File: src/rtl/clk_btn_pkg.sv
// -----------------------------------------------------------------------------
// clk_btn_pkg
// Shared definitions for the time-setting input conditioner:
//   - chan_state_e : per-button channel state
//   - cnt_width()  : counter width able to hold the largest timing parameter
//   - BTN_*        : bit positions of the four buttons in the internal vectors
// -----------------------------------------------------------------------------
package clk_btn_pkg;

   typedef enum logic [2:0] {
      IDLE     = 3'd0,
      DB_PRESS = 3'd1,
      DELAY    = 3'd2,
      REPEAT   = 3'd3,
      DB_REL   = 3'd4
   } chan_state_e;

   localparam int BTN_INC_HR  = 0;
   localparam int BTN_DEC_HR  = 1;
   localparam int BTN_INC_MIN = 2;
   localparam int BTN_DEC_MIN = 3;
   localparam int NUM_BTN     = 4;

   // One spare bit above $clog2 keeps the width valid even for tiny parameters.
   function automatic int cnt_width(input int a, input int b, input int c);
      int m;
      m = a;
      if (b > m) m = b;
      if (c > m) m = c;
      return $clog2(m) + 1;
   endfunction

endpackage

File: src/rtl/clk_btn_cond_if.sv
// -----------------------------------------------------------------------------
// clk_btn_cond_if
// Bundles the raw switch/button inputs and the conditioned outputs.
//   master : drives the raw inputs, observes the conditioned outputs
//   slave  : the conditioner itself
// -----------------------------------------------------------------------------
interface clk_btn_cond_if;
   logic time_set_raw;
   logic inc_hr_raw;
   logic dec_hr_raw;
   logic inc_min_raw;
   logic dec_min_raw;
   logic time_set;
   logic inc_hr;
   logic dec_hr;
   logic inc_min;
   logic dec_min;

   modport master (
      output time_set_raw, inc_hr_raw, dec_hr_raw, inc_min_raw, dec_min_raw,
      input  time_set, inc_hr, dec_hr, inc_min, dec_min
   );

   modport slave (
      input  time_set_raw, inc_hr_raw, dec_hr_raw, inc_min_raw, dec_min_raw,
      output time_set, inc_hr, dec_hr, inc_min, dec_min
   );
endinterface

File: src/rtl/clk_btn_chan.sv
// -----------------------------------------------------------------------------
// clk_btn_chan
// One button channel: 2-flop synchroniser, debounce / auto-repeat FSM and its
// counter. pulse_req is combinational; the top registers it.
// Ports:
//   clk, rst_n  : clock, asynchronous active-low reset
//   btn_raw     : raw active-high button
//   enable      : synchronised time_set level; low holds the channel idle
//   pulse_req   : single-cycle request for an output pulse
// -----------------------------------------------------------------------------
module clk_btn_chan
   import clk_btn_pkg::*;
#(
   parameter int DEBOUNCE_CYCLES = 1_000_000,
   parameter int REPEAT_DELAY    = 50_000_000,
   parameter int REPEAT_PERIOD   = 20_000_000
) (
   input  logic clk,
   input  logic rst_n,
   input  logic btn_raw,
   input  logic enable,
   output logic pulse_req
);

   localparam int CW = cnt_width(DEBOUNCE_CYCLES, REPEAT_DELAY, REPEAT_PERIOD);
   localparam logic [CW-1:0] DB_LAST  = CW'(DEBOUNCE_CYCLES - 1);
   localparam logic [CW-1:0] DLY_LAST = CW'(REPEAT_DELAY - 1);
   localparam logic [CW-1:0] PER_LAST = CW'(REPEAT_PERIOD - 1);
   localparam logic [CW-1:0] CNT_ONE  = CW'(1);

   logic          sync1_q;
   logic          sync2_q;
   chan_state_e   state_q, state_d;
   logic [CW-1:0] cnt_q, cnt_d;

   // Two-flop synchroniser for the raw button.
   always_ff @(posedge clk or negedge rst_n) begin
      if (!rst_n) begin
         sync1_q <= 1'b0;
         sync2_q <= 1'b0;
      end else begin
         sync1_q <= btn_raw;
         sync2_q <= sync1_q;
      end
   end

   // Channel state and counter registers.
   always_ff @(posedge clk or negedge rst_n) begin
      if (!rst_n) begin
         state_q <= IDLE;
         cnt_q   <= '0;
      end else begin
         state_q <= state_d;
         cnt_q   <= cnt_d;
      end
   end

   // Next-state, counter and pulse-request logic.
   always_comb begin
      state_d   = state_q;
      cnt_d     = cnt_q;
      pulse_req = 1'b0;
      if (!enable) begin
         state_d = IDLE;
         cnt_d   = '0;
      end else begin
         case (state_q)
            IDLE: begin
               cnt_d = '0;
               if (sync2_q) state_d = DB_PRESS;
               else         state_d = IDLE;
            end
            DB_PRESS: begin
               if (!sync2_q) begin
                  state_d = IDLE;
                  cnt_d   = '0;
               end else if (cnt_q == DB_LAST) begin
                  pulse_req = 1'b1;
                  cnt_d     = '0;
                  state_d   = DELAY;
               end else begin
                  cnt_d = cnt_q + CNT_ONE;
               end
            end
            DELAY: begin
               if (!sync2_q) begin
                  state_d = DB_REL;
                  cnt_d   = '0;
               end else if (cnt_q == DLY_LAST) begin
                  pulse_req = 1'b1;
                  cnt_d     = '0;
                  state_d   = REPEAT;
               end else begin
                  cnt_d = cnt_q + CNT_ONE;
               end
            end
            REPEAT: begin
               if (!sync2_q) begin
                  state_d = DB_REL;
                  cnt_d   = '0;
               end else if (cnt_q == PER_LAST) begin
                  pulse_req = 1'b1;
                  cnt_d     = '0;
               end else begin
                  cnt_d = cnt_q + CNT_ONE;
               end
            end
            DB_REL: begin
               // A high sample here is release bounce: the hold resumes
               // in REPEAT rather than producing a fresh first pulse.
               if (sync2_q) begin
                  state_d = REPEAT;
                  cnt_d   = '0;
               end else if (cnt_q == DB_LAST) begin
                  state_d = IDLE;
                  cnt_d   = '0;
               end else begin
                  cnt_d = cnt_q + CNT_ONE;
               end
            end
            default: begin
               state_d = IDLE;
               cnt_d   = '0;
            end
         endcase
      end
   end

endmodule

File: src/rtl/clk_btn_cond.sv
// -----------------------------------------------------------------------------
// clk_btn_cond
// Input conditioner for the clock's time-setting controls.
// Ports:
//   clk, rst_n : system clock, asynchronous active-low reset
//   btn_if     : slave side of clk_btn_cond_if
//                raw switch/buttons in; time_set level and registered
//                one-cycle inc/dec hour/minute pulses out
// The switch is only synchronised; buttons go through clk_btn_chan. Opposite
// requests on the same field in the same cycle cancel each other.
// -----------------------------------------------------------------------------
module clk_btn_cond
   import clk_btn_pkg::*;
#(
   parameter int DEBOUNCE_CYCLES = 1_000_000,
   parameter int REPEAT_DELAY    = 50_000_000,
   parameter int REPEAT_PERIOD   = 20_000_000
) (
   input  logic           clk,
   input  logic           rst_n,
   clk_btn_cond_if.slave  btn_if
);

   logic                 ts_sync1_q;
   logic                 ts_sync2_q;
   logic [NUM_BTN-1:0]   btn_raw_s;
   logic [NUM_BTN-1:0]   req_s;
   logic [NUM_BTN-1:0]   pulse_d, pulse_q;
   logic                 hr_conflict_s;
   logic                 min_conflict_s;

   assign btn_raw_s[BTN_INC_HR]  = btn_if.inc_hr_raw;
   assign btn_raw_s[BTN_DEC_HR]  = btn_if.dec_hr_raw;
   assign btn_raw_s[BTN_INC_MIN] = btn_if.inc_min_raw;
   assign btn_raw_s[BTN_DEC_MIN] = btn_if.dec_min_raw;

   // Two-flop synchroniser for the time_set switch (no debounce).
   always_ff @(posedge clk or negedge rst_n) begin
      if (!rst_n) begin
         ts_sync1_q <= 1'b0;
         ts_sync2_q <= 1'b0;
      end else begin
         ts_sync1_q <= btn_if.time_set_raw;
         ts_sync2_q <= ts_sync1_q;
      end
   end

   for (genvar i = 0; i < NUM_BTN; i++) begin : g_chan
      clk_btn_chan #(
         .DEBOUNCE_CYCLES (DEBOUNCE_CYCLES),
         .REPEAT_DELAY    (REPEAT_DELAY),
         .REPEAT_PERIOD   (REPEAT_PERIOD)
      ) u_chan (
         .clk       (clk),
         .rst_n     (rst_n),
         .btn_raw   (btn_raw_s[i]),
         .enable    (ts_sync2_q),
         .pulse_req (req_s[i])
      );
   end

   // Conflict masking: simultaneous inc and dec on one field are both dropped.
   always_comb begin
      hr_conflict_s          = req_s[BTN_INC_HR]  & req_s[BTN_DEC_HR];
      min_conflict_s         = req_s[BTN_INC_MIN] & req_s[BTN_DEC_MIN];
      pulse_d                = '0;
      pulse_d[BTN_INC_HR]    = req_s[BTN_INC_HR]  & ~hr_conflict_s;
      pulse_d[BTN_DEC_HR]    = req_s[BTN_DEC_HR]  & ~hr_conflict_s;
      pulse_d[BTN_INC_MIN]   = req_s[BTN_INC_MIN] & ~min_conflict_s;
      pulse_d[BTN_DEC_MIN]   = req_s[BTN_DEC_MIN] & ~min_conflict_s;
   end

   // Output pulse registers.
   always_ff @(posedge clk or negedge rst_n) begin
      if (!rst_n) begin
         pulse_q <= '0;
      end else begin
         pulse_q <= pulse_d;
      end
   end

   assign btn_if.time_set = ts_sync2_q;
   assign btn_if.inc_hr   = pulse_q[BTN_INC_HR];
   assign btn_if.dec_hr   = pulse_q[BTN_DEC_HR];
   assign btn_if.inc_min  = pulse_q[BTN_INC_MIN];
   assign btn_if.dec_min  = pulse_q[BTN_DEC_MIN];

endmodule

File: src/flat_wrapper.sv
// flat-port wrapper written by rule: the top's interface ports become plain ports
module clk_btn_cond_flat import clk_btn_pkg::*;
#(
   parameter int DEBOUNCE_CYCLES = 1_000_000,
   parameter int REPEAT_DELAY    = 50_000_000,
   parameter int REPEAT_PERIOD   = 20_000_000
)
  (clk, rst_n, btn_if_time_set_raw, btn_if_inc_hr_raw, btn_if_dec_hr_raw, btn_if_inc_min_raw, btn_if_dec_min_raw, btn_if_time_set, btn_if_inc_hr, btn_if_dec_hr, btn_if_inc_min, btn_if_dec_min);
  clk_btn_cond_if btn_if_i ();
  input  logic clk;
  input  logic rst_n;
  input wire logic [$bits(btn_if_i.time_set_raw)-1:0] btn_if_time_set_raw;
  input wire logic [$bits(btn_if_i.inc_hr_raw)-1:0] btn_if_inc_hr_raw;
  input wire logic [$bits(btn_if_i.dec_hr_raw)-1:0] btn_if_dec_hr_raw;
  input wire logic [$bits(btn_if_i.inc_min_raw)-1:0] btn_if_inc_min_raw;
  input wire logic [$bits(btn_if_i.dec_min_raw)-1:0] btn_if_dec_min_raw;
  output wire logic [$bits(btn_if_i.time_set)-1:0] btn_if_time_set;
  output wire logic [$bits(btn_if_i.inc_hr)-1:0] btn_if_inc_hr;
  output wire logic [$bits(btn_if_i.dec_hr)-1:0] btn_if_dec_hr;
  output wire logic [$bits(btn_if_i.inc_min)-1:0] btn_if_inc_min;
  output wire logic [$bits(btn_if_i.dec_min)-1:0] btn_if_dec_min;
  assign btn_if_i.time_set_raw = btn_if_time_set_raw;
  assign btn_if_i.inc_hr_raw = btn_if_inc_hr_raw;
  assign btn_if_i.dec_hr_raw = btn_if_dec_hr_raw;
  assign btn_if_i.inc_min_raw = btn_if_inc_min_raw;
  assign btn_if_i.dec_min_raw = btn_if_dec_min_raw;
  assign btn_if_time_set = btn_if_i.time_set;
  assign btn_if_inc_hr = btn_if_i.inc_hr;
  assign btn_if_dec_hr = btn_if_i.dec_hr;
  assign btn_if_inc_min = btn_if_i.inc_min;
  assign btn_if_dec_min = btn_if_i.dec_min;
  clk_btn_cond #(.DEBOUNCE_CYCLES(DEBOUNCE_CYCLES), .REPEAT_DELAY(REPEAT_DELAY), .REPEAT_PERIOD(REPEAT_PERIOD)) u_core (.clk(clk), .rst_n(rst_n), .btn_if(btn_if_i));
endmodule
File: config.mk
export PLATFORM = sky130hd
export DESIGN_NAME = clk_btn_cond_flat
export DESIGN_NICKNAME = d
export VERILOG_FILES = /design/src/rtl/clk_btn_pkg.sv /design/src/rtl/clk_btn_cond_if.sv /design/src/rtl/clk_btn_chan.sv /design/src/rtl/clk_btn_cond.sv /design/src/flat_wrapper.sv
export SDC_FILE = /design/constraint.sdc
export NUM_CORES = 1
export LEC_CHECK = 0
export ABC_AREA = 1
export CORE_MARGIN = 2
export CORE_UTILIZATION = 50
export CTS_CLUSTER_DIAMETER = 120
export DETAILED_ROUTE_END_ITERATION = 8
export PLACE_DENSITY_LB_ADDON = 0.08
export SLEW_MARGIN = 10
export SYNTH_ARGS = -nofsm -noshare
export SYNTH_HDL_FRONTEND = slang
export SYNTH_SLANG_ARGS = --single-unit
export TNS_END_PERCENT = 30
File: constraint.sdc
create_clock -name clk -period 2.3 [get_ports clk]
set_input_delay 0.46 -clock clk [delete_from_list [all_inputs] [get_ports clk]]
set_output_delay 0.46 -clock clk [all_outputs]
set_load 0.01 [all_outputs]
==> impl_metrics.tcl, run 1 <==
set metrics [dict create \
    status "complete, no violations" \
    die_w_um 140 \
    crit_fanout 6 \
    io_buffers 11 \
    syn_area_per_cell_um2 6.78 \
    wl_per_cell_um 14.1 \
    critPathMaxStageDelay_ns 0.47 \
    path_cells "ha_1 > nand3_1 > nor2_1 > nand4_1 > nor3_1 > xor2_1 > nor2_1" \
    ys_types 34 \
    crit_path_start_kind "flip-flop" \
    end_kind "flip-flop" \
    area_delta_synth_final_pct 10.3 \
    cts_buffer_depth 2 \
    ir_drop_mv 0.754 \
    hold_path_class "flip-flop to flip-flop" \
    cp_num_buf_inv 0 \
    ys_seq_area_share_pct 36.3 \
    drc 0 \
    syn_area_um2 9230 \
    yosysWarningCount 0 \
    grt_first_pass_wirelength_um 39100 \
    via_per_inst 5.24 \
    cts_tree "built" \
    initial_utilization_pct 51.2 \
    cts-root-buf "clkbuf_16" \
    die_area_um2 19600 \
    multi_input_area_um2 4970 \
    cts_sinks 134 \
    ioPinCount 12 \
    ys_seq_elements 134 \
    n_fill_cell 1752 \
    drtIter0Drc 789 \
    diodes 0 \
    clkTransAtPathRegs_ns 0.07 \
    arrival_ns 2.41 \
    drive_gt1_share_pct 9.56 \
    place_area_um2 9600 \
    cts-resized-gates 0 \
    grt_usage_pct 24.5 \
    hold_viol 0 \
    num_rows 49 \
    firstDrtPassIters 6 \
    max_freq_mhz 476 \
    core_um2 18000 \
    finalSetupTns_ns 0 \
    dp.final_hpwl_um 17100 \
    cts-buffers-inserted 17 \
    worst_path_max_delay_cell "dfrtp_1" \
    maxCapViolCount 0 \
    regArea_um2 3350 \
    worst_ep_required_time_ns 2.61 \
    min_period_ns 2.10 \
    power_leakage_uw 0.00462 \
    routed_wirelength_um 23000 \
    dieHeight_um 140 \
    cp_common_cell "nor2_1" \
    rsz0062_at_grt "false" \
    grt_pass1_vias 8066 \
    p_per_area_nw_per_um2 528 \
    nets 1400 \
    syn_nets 1373 \
    synth_top_area_cell "dfrtp_1" \
    layout_worst_path_cycle_share_pct 91.3 \
    post_cts_buffers 0 \
    tightest_slew_ns 0.519 \
    dpl.cell_count 1598 \
    path_delay_family "simple AND/OR/NAND/NOR gates" \
    vias 8539 \
    final_util_pct 56.5 \
    final_cells 1631 \
    ant_nets 0 \
    clkLatencyLatePin_ns 0.43 \
    fin_skew_ns 0.0128 \
    place_congestion 0.990 \
    htreeDepth 4 \
    antenna_found_initial 0 \
    yosysTopAreaCellShare_pct 36.3 \
    synthCells 1362 \
    setup_viol 0 \
    layout_commonest_cell "nand2_1" \
    final_cell_mix "nand2_1, nor2_1, inv_1" \
    slew_headroom_pct 65.4 \
    overflow 0 \
    path_class "flip-flop to flip-flop" \
    design_area_um2 10200 \
    synthTopCellsByArea "dfrtp_1, nand2_1, nor2_1" \
    slew_violations 0 \
    grt_max_degree 52 \
]
## power breakdown
group	leakage, uW	internal, uW	switching (uW)
clock	0.000269	1580	1100
sequential	0.00184	2380	29.3
combinational	0.00251	77.7	216
total	0.00462	4040	1340
## per-layer routing
metal / vias up / global-route usage, % / part of all wire [%]
met5: - / 0 / 0
met4: 0 / 8.37 / 2.3
met3: 49 / 4.37 / 4.5
met2: 235 / 37.6 / 45
met1: 3944 / 35.0 / 48
li1: 4311 / - / -
## path summary, 6_finish.rpt
check	cells past startpoint	end	startpoint	slack, ns
worst max-delay path	7	u_core.g_chan[2].u_chan.cnt_q[18]	u_core.g_chan[2].u_chan.cnt_q[0]	0.20
worst min-delay path	0	u_core.g_chan[2].u_chan.sync2_q	u_core.g_chan[2].u_chan.sync1_q	0.36
worst max register to register	7	u_core.g_chan[2].u_chan.cnt_q[18]	u_core.g_chan[2].u_chan.cnt_q[0]	0.20
worst min register to register	0	u_core.g_chan[2].u_chan.sync2_q	u_core.g_chan[2].u_chan.sync1_q	0.36
max in group asynchronous	3	u_core.g_chan[0].u_chan.cnt_q[15]	rst_n	1.12
min in group asynchronous	2	u_core.g_chan[1].u_chan.cnt_q[3]	rst_n	0.54
## synthesized netlist by cell type
master / count
xnor2_1: 9
a2111oi_0: 4
nand3_1: 103
o21ai_0: 14
nor2_4: 11
ha_1: 4
nor2_1: 254
nand3_4: 1
buf_2: 2
a21oi_1: 10
xor2_1: 60
inv_1: 206
nand3b_1: 5
clkbuf_1: 2
nor3b_1: 4
nand3_2: 7
buf_8: 1
a211oi_1: 6
buf_1: 1
dfrtp_1: 134
nand2_4: 6
nor2_2: 48
nor4_1: 6
nand2_1: 344
a31oi_1: 4
nor2_8: 1
buf_6: 5
buf_4: 3
nor3_1: 42
buf_12: 1
o22ai_1: 1
nor3_2: 4
nand4_1: 45
nand2_2: 14
## per-stage QoR
stage | total power (uW) | worst slack (ns) | hold WS, ns
after floorplan | 2640 | 0.591 | 0.164
after global placement | 2750 | 0.251 | 0.335
after detailed placement | 2750 | 0.256 | 0.335
after CTS | 5440 | 0.214 | 0.353
after global routing | 5580 | 0.0469 | 0.357
final | 5380 | 0.200 | 0.355
## cell type report
type,count,share of cell area (%)
multi-input cells,1007,48.8
flip-flops and latches,134,32.9
inverters,206,7.59
clock buffers,22,4.66
well taps,229,2.81
repair buffers,23,2.25
clock inverters,10,0.946
## cells by family (layout without fill, tap and decap cells)
logic type	Yosys count	after routing	share of synthesized area [%]
AOI/OAI and AO/OA	39	39	2.51
xor gates and xnor gates	69	69	6.55
adders and majority gates	4	4	0.542
buffers and inverters	221	261	9.84
DFF	134	134	36.3
and+or+nand+nor	895	895	44.2
## timing repair
item | in CTS | in global routing
hold buffers | 1 | 0
setup endpoints to repair | 0 | 0
hold endpoints to repair | 10 | 0
## state kept, by name, indices dropped and copies added, names as in the netlist
register and count:
u_core.g_chan.u_chan.cnt_q 108, u_core.g_chan.u_chan.state_q 12, u_core.g_chan.u_chan.sync1_q 4, u_core.g_chan.u_chan.sync2_q 4, u_core.btn_if.time_set 1, u_core.ts_sync1_q 1, u_core.pulse_q 4
No activity file was read; power rests on OpenSTA's default activity.
==> run 2, diff against run 1 <==
Settings changed: PLACE_DENSITY set to 0.72, PLACE_DENSITY_LB_ADDON 0.08 to unset.
==> run 2 against run 1 <==
Net effect: clock power up 13%; sequential power barely moved; global-route usage fell by 0.76 points; wire length decreased by 2.4%; non-clock buffer count fell by 2; sequential cell count unchanged; combinational power is 1% higher; final area grew 0.61%; first-iteration DRC count rose by 0.51%; maximum frequency is 0.51% lower.
==> impl_metrics.tcl, run 2 (synthesized netlist as in run 1, its figures left out) <==
set metrics [dict create \
    status "complete, no violations" \
    worst_path_max_delay_cell "dfrtp_1" \
    path_class "flip-flop to flip-flop" \
    ir_drop_mv 0.548 \
    cts_sinks 134 \
    dp.final_hpwl_um 16900 \
    antenna_found_initial 0 \
    fin_skew_ns 0.0120 \
    max_freq_mhz 474 \
    p_per_area_nw_per_um2 558 \
    cts_buffer_depth 2 \
    core_um2 18000 \
    clkPwrFrac_pct 52.6 \
    wl_per_cell_um 13.8 \
    comb_power_share_pct 5.2 \
    p_sw_share_pct 22.8 \
    power_leakage_uw 0.00465 \
    path_delay_family "simple AND/OR/NAND/NOR gates" \
    largest_reg_flops 108 \
    initial_utilization_pct 51.2 \
    path_cells "ha_1 > nand3_1 > nor3_2 > nand3_1 > nand2_1 > nand3_2 > nand2_4 > nor2_1" \
    p_int_uw 4410 \
    top_register "u_core.g_chan.u_chan.cnt_q" \
    area_delta_synth_final_pct 11.0 \
    slew_headroom_pct 68.7 \
    maxCapViolCount 0 \
    tightest_slew_ns 0.469 \
    critPathMaxStageDelay_ns 0.45 \
    hold_viol 0 \
    final_cell_mix "nand2_1, nor2_1, inv_1" \
    die_w_um 140 \
    cts_tree "built" \
    ff2ff_setup_slack_ns 0.19 \
    grt_usage_pct 23.7 \
    holdWs_ns 0.337 \
    routed_wirelength_um 22500 \
    worst_ep_required_time_ns 2.60 \
    power_frac_seq_pct 42.2 \
    n_fill_cell 1743 \
    dieHeight_um 140 \
    ant_nets 0 \
    grt_max_degree 48 \
    layout_setup_ws_ns 0.189 \
    cts-root-buf "clkbuf_16" \
    crit_path_start_kind "flip-flop" \
    drtIter0Drc 793 \
    nets 1398 \
    ioPinCount 12 \
    grt_pass1_vias 8242 \
    layout_worst_path_cycle_share_pct 91.8 \
    io_buffers 11 \
    cp_num_buf_inv 0 \
    crit_fanout 16 \
    post_cts_buffers 0 \
    hold_path_class "flip-flop to flip-flop" \
    cp_common_cell "nand3_1" \
    min_period_ns 2.11 \
    num_rows 49 \
    clkLatencyLatePin_ns 0.43 \
    slew_violations 0 \
    dp_slack_ns 0.218 \
    end_kind "flip-flop" \
    die_area_um2 19600 \
    power.switching_uw 1300 \
    finalSetupTns_ns 0 \
    overflow 0 \
    drc 0 \
    biggestRegsByFlops "u_core.g_chan.u_chan.cnt_q: 108 flops, u_core.g_chan.u_chan.state_q: 12 flops" \
    grt_first_pass_wirelength_um 38200 \
    place_congestion 0.959 \
    layout_commonest_cell "nand2_1" \
    htreeDepth 4 \
    arrival_ns 2.41 \
    clkTransAtPathRegs_ns 0.06 \
    via_per_inst 5.31 \
    cts-buffers-inserted 17 \
    firstDrtPassIters 7 \
    setup_viol 0 \
    diodes 0 \
    vias 8648 \
    rsz0062_at_grt "false" \
    drive_gt1_share_pct 9.43 \
]
-- run 2: cell count changes in the layout (fill, tap and decap cells not counted), sizes merged --
cell / change
clkinv: +2
clkbuf: -2
buf: -2
clkinvlp: -2
bufinv: +4
inv: -2
-- run 2: area by class of cell --
type / instances / area, um^2 / area share (%)
tap: 229 / 287 / 2.80
inverter: 206 / 773 / 7.55
timing repair buffer: 21 / 214 / 2.09
clock inverter: 12 / 201 / 1.97
clock buffer: 20 / 447 / 4.36
sequential: 134 / 3350 / 32.7
multi-input combinational: 1007 / 4970 / 48.5
-- run 2: metal layers --
| layer | share of wire [%] | GRT usage [%] |
|---|---|---|
| met1 | 46 | 33.0 |
| met4 | 2.3 | 8.26 |
| met3 | 5.5 | 3.82 |
| met2 | 46 | 37.8 |
| met5 | 0 | 0 |
-- run 2: final timing paths --
path | start | cells past startpoint | endpoint
min in group asynchronous | rst_n | 2 | u_core.g_chan[1].u_chan.cnt_q[18]
min | u_core.g_chan[3].u_chan.sync1_q | 0 | u_core.g_chan[3].u_chan.sync2_q
max reg2reg | u_core.g_chan[0].u_chan.cnt_q[0] | 8 | u_core.g_chan[0].u_chan.cnt_q[19]
max in group asynchronous | rst_n | 3 | u_core.g_chan[2].u_chan.cnt_q[8]
max | u_core.g_chan[0].u_chan.cnt_q[0] | 8 | u_core.g_chan[0].u_chan.cnt_q[19]
min reg2reg | u_core.g_chan[3].u_chan.sync1_q | 0 | u_core.g_chan[3].u_chan.sync2_q
-- run 2: power by group through the flow --
stage | combinational (uW) | sequential (uW) | clock, uW
after floorplan | 193 | 2440 | 0
after global placement | 295 | 2450 | 0
after detailed placement | 298 | 2450 | 0
after CTS | 301 | 2410 | 3070
after global routing | 339 | 2410 | 3170
final | 298 | 2410 | 3010
-- run 2: metrics by stage --
step	instance area, um^2	utilization, %	total power (uW)	std cells
detailed placement	9590	53.2	2750	1596
CTS	10200	56.8	5780	1629
finish	10200	56.8	5720	1629
global placement	9590	53.2	2750	1596
global route	10200	56.8	5920	1629
floorplan	9230	-	2640	1362
-- run 2: what timing repair did --
action | CTS | global route
endpoints found under the hold margin | 44 | 0
hold buffers | 1 | 0
resized for setup | 0 | 0
setup endpoints to repair | 0 | 0
-- run 2: worst reg2reg max path: stages (launching register included) --
cell     delay, ns
dfrtp_1       0.45
ha_1          0.29
nand3_1       0.14
nor3_2        0.24
nand3_1       0.11
nand2_1       0.11
nand3_2       0.24
nand2_4       0.31
nor2_1        0.09
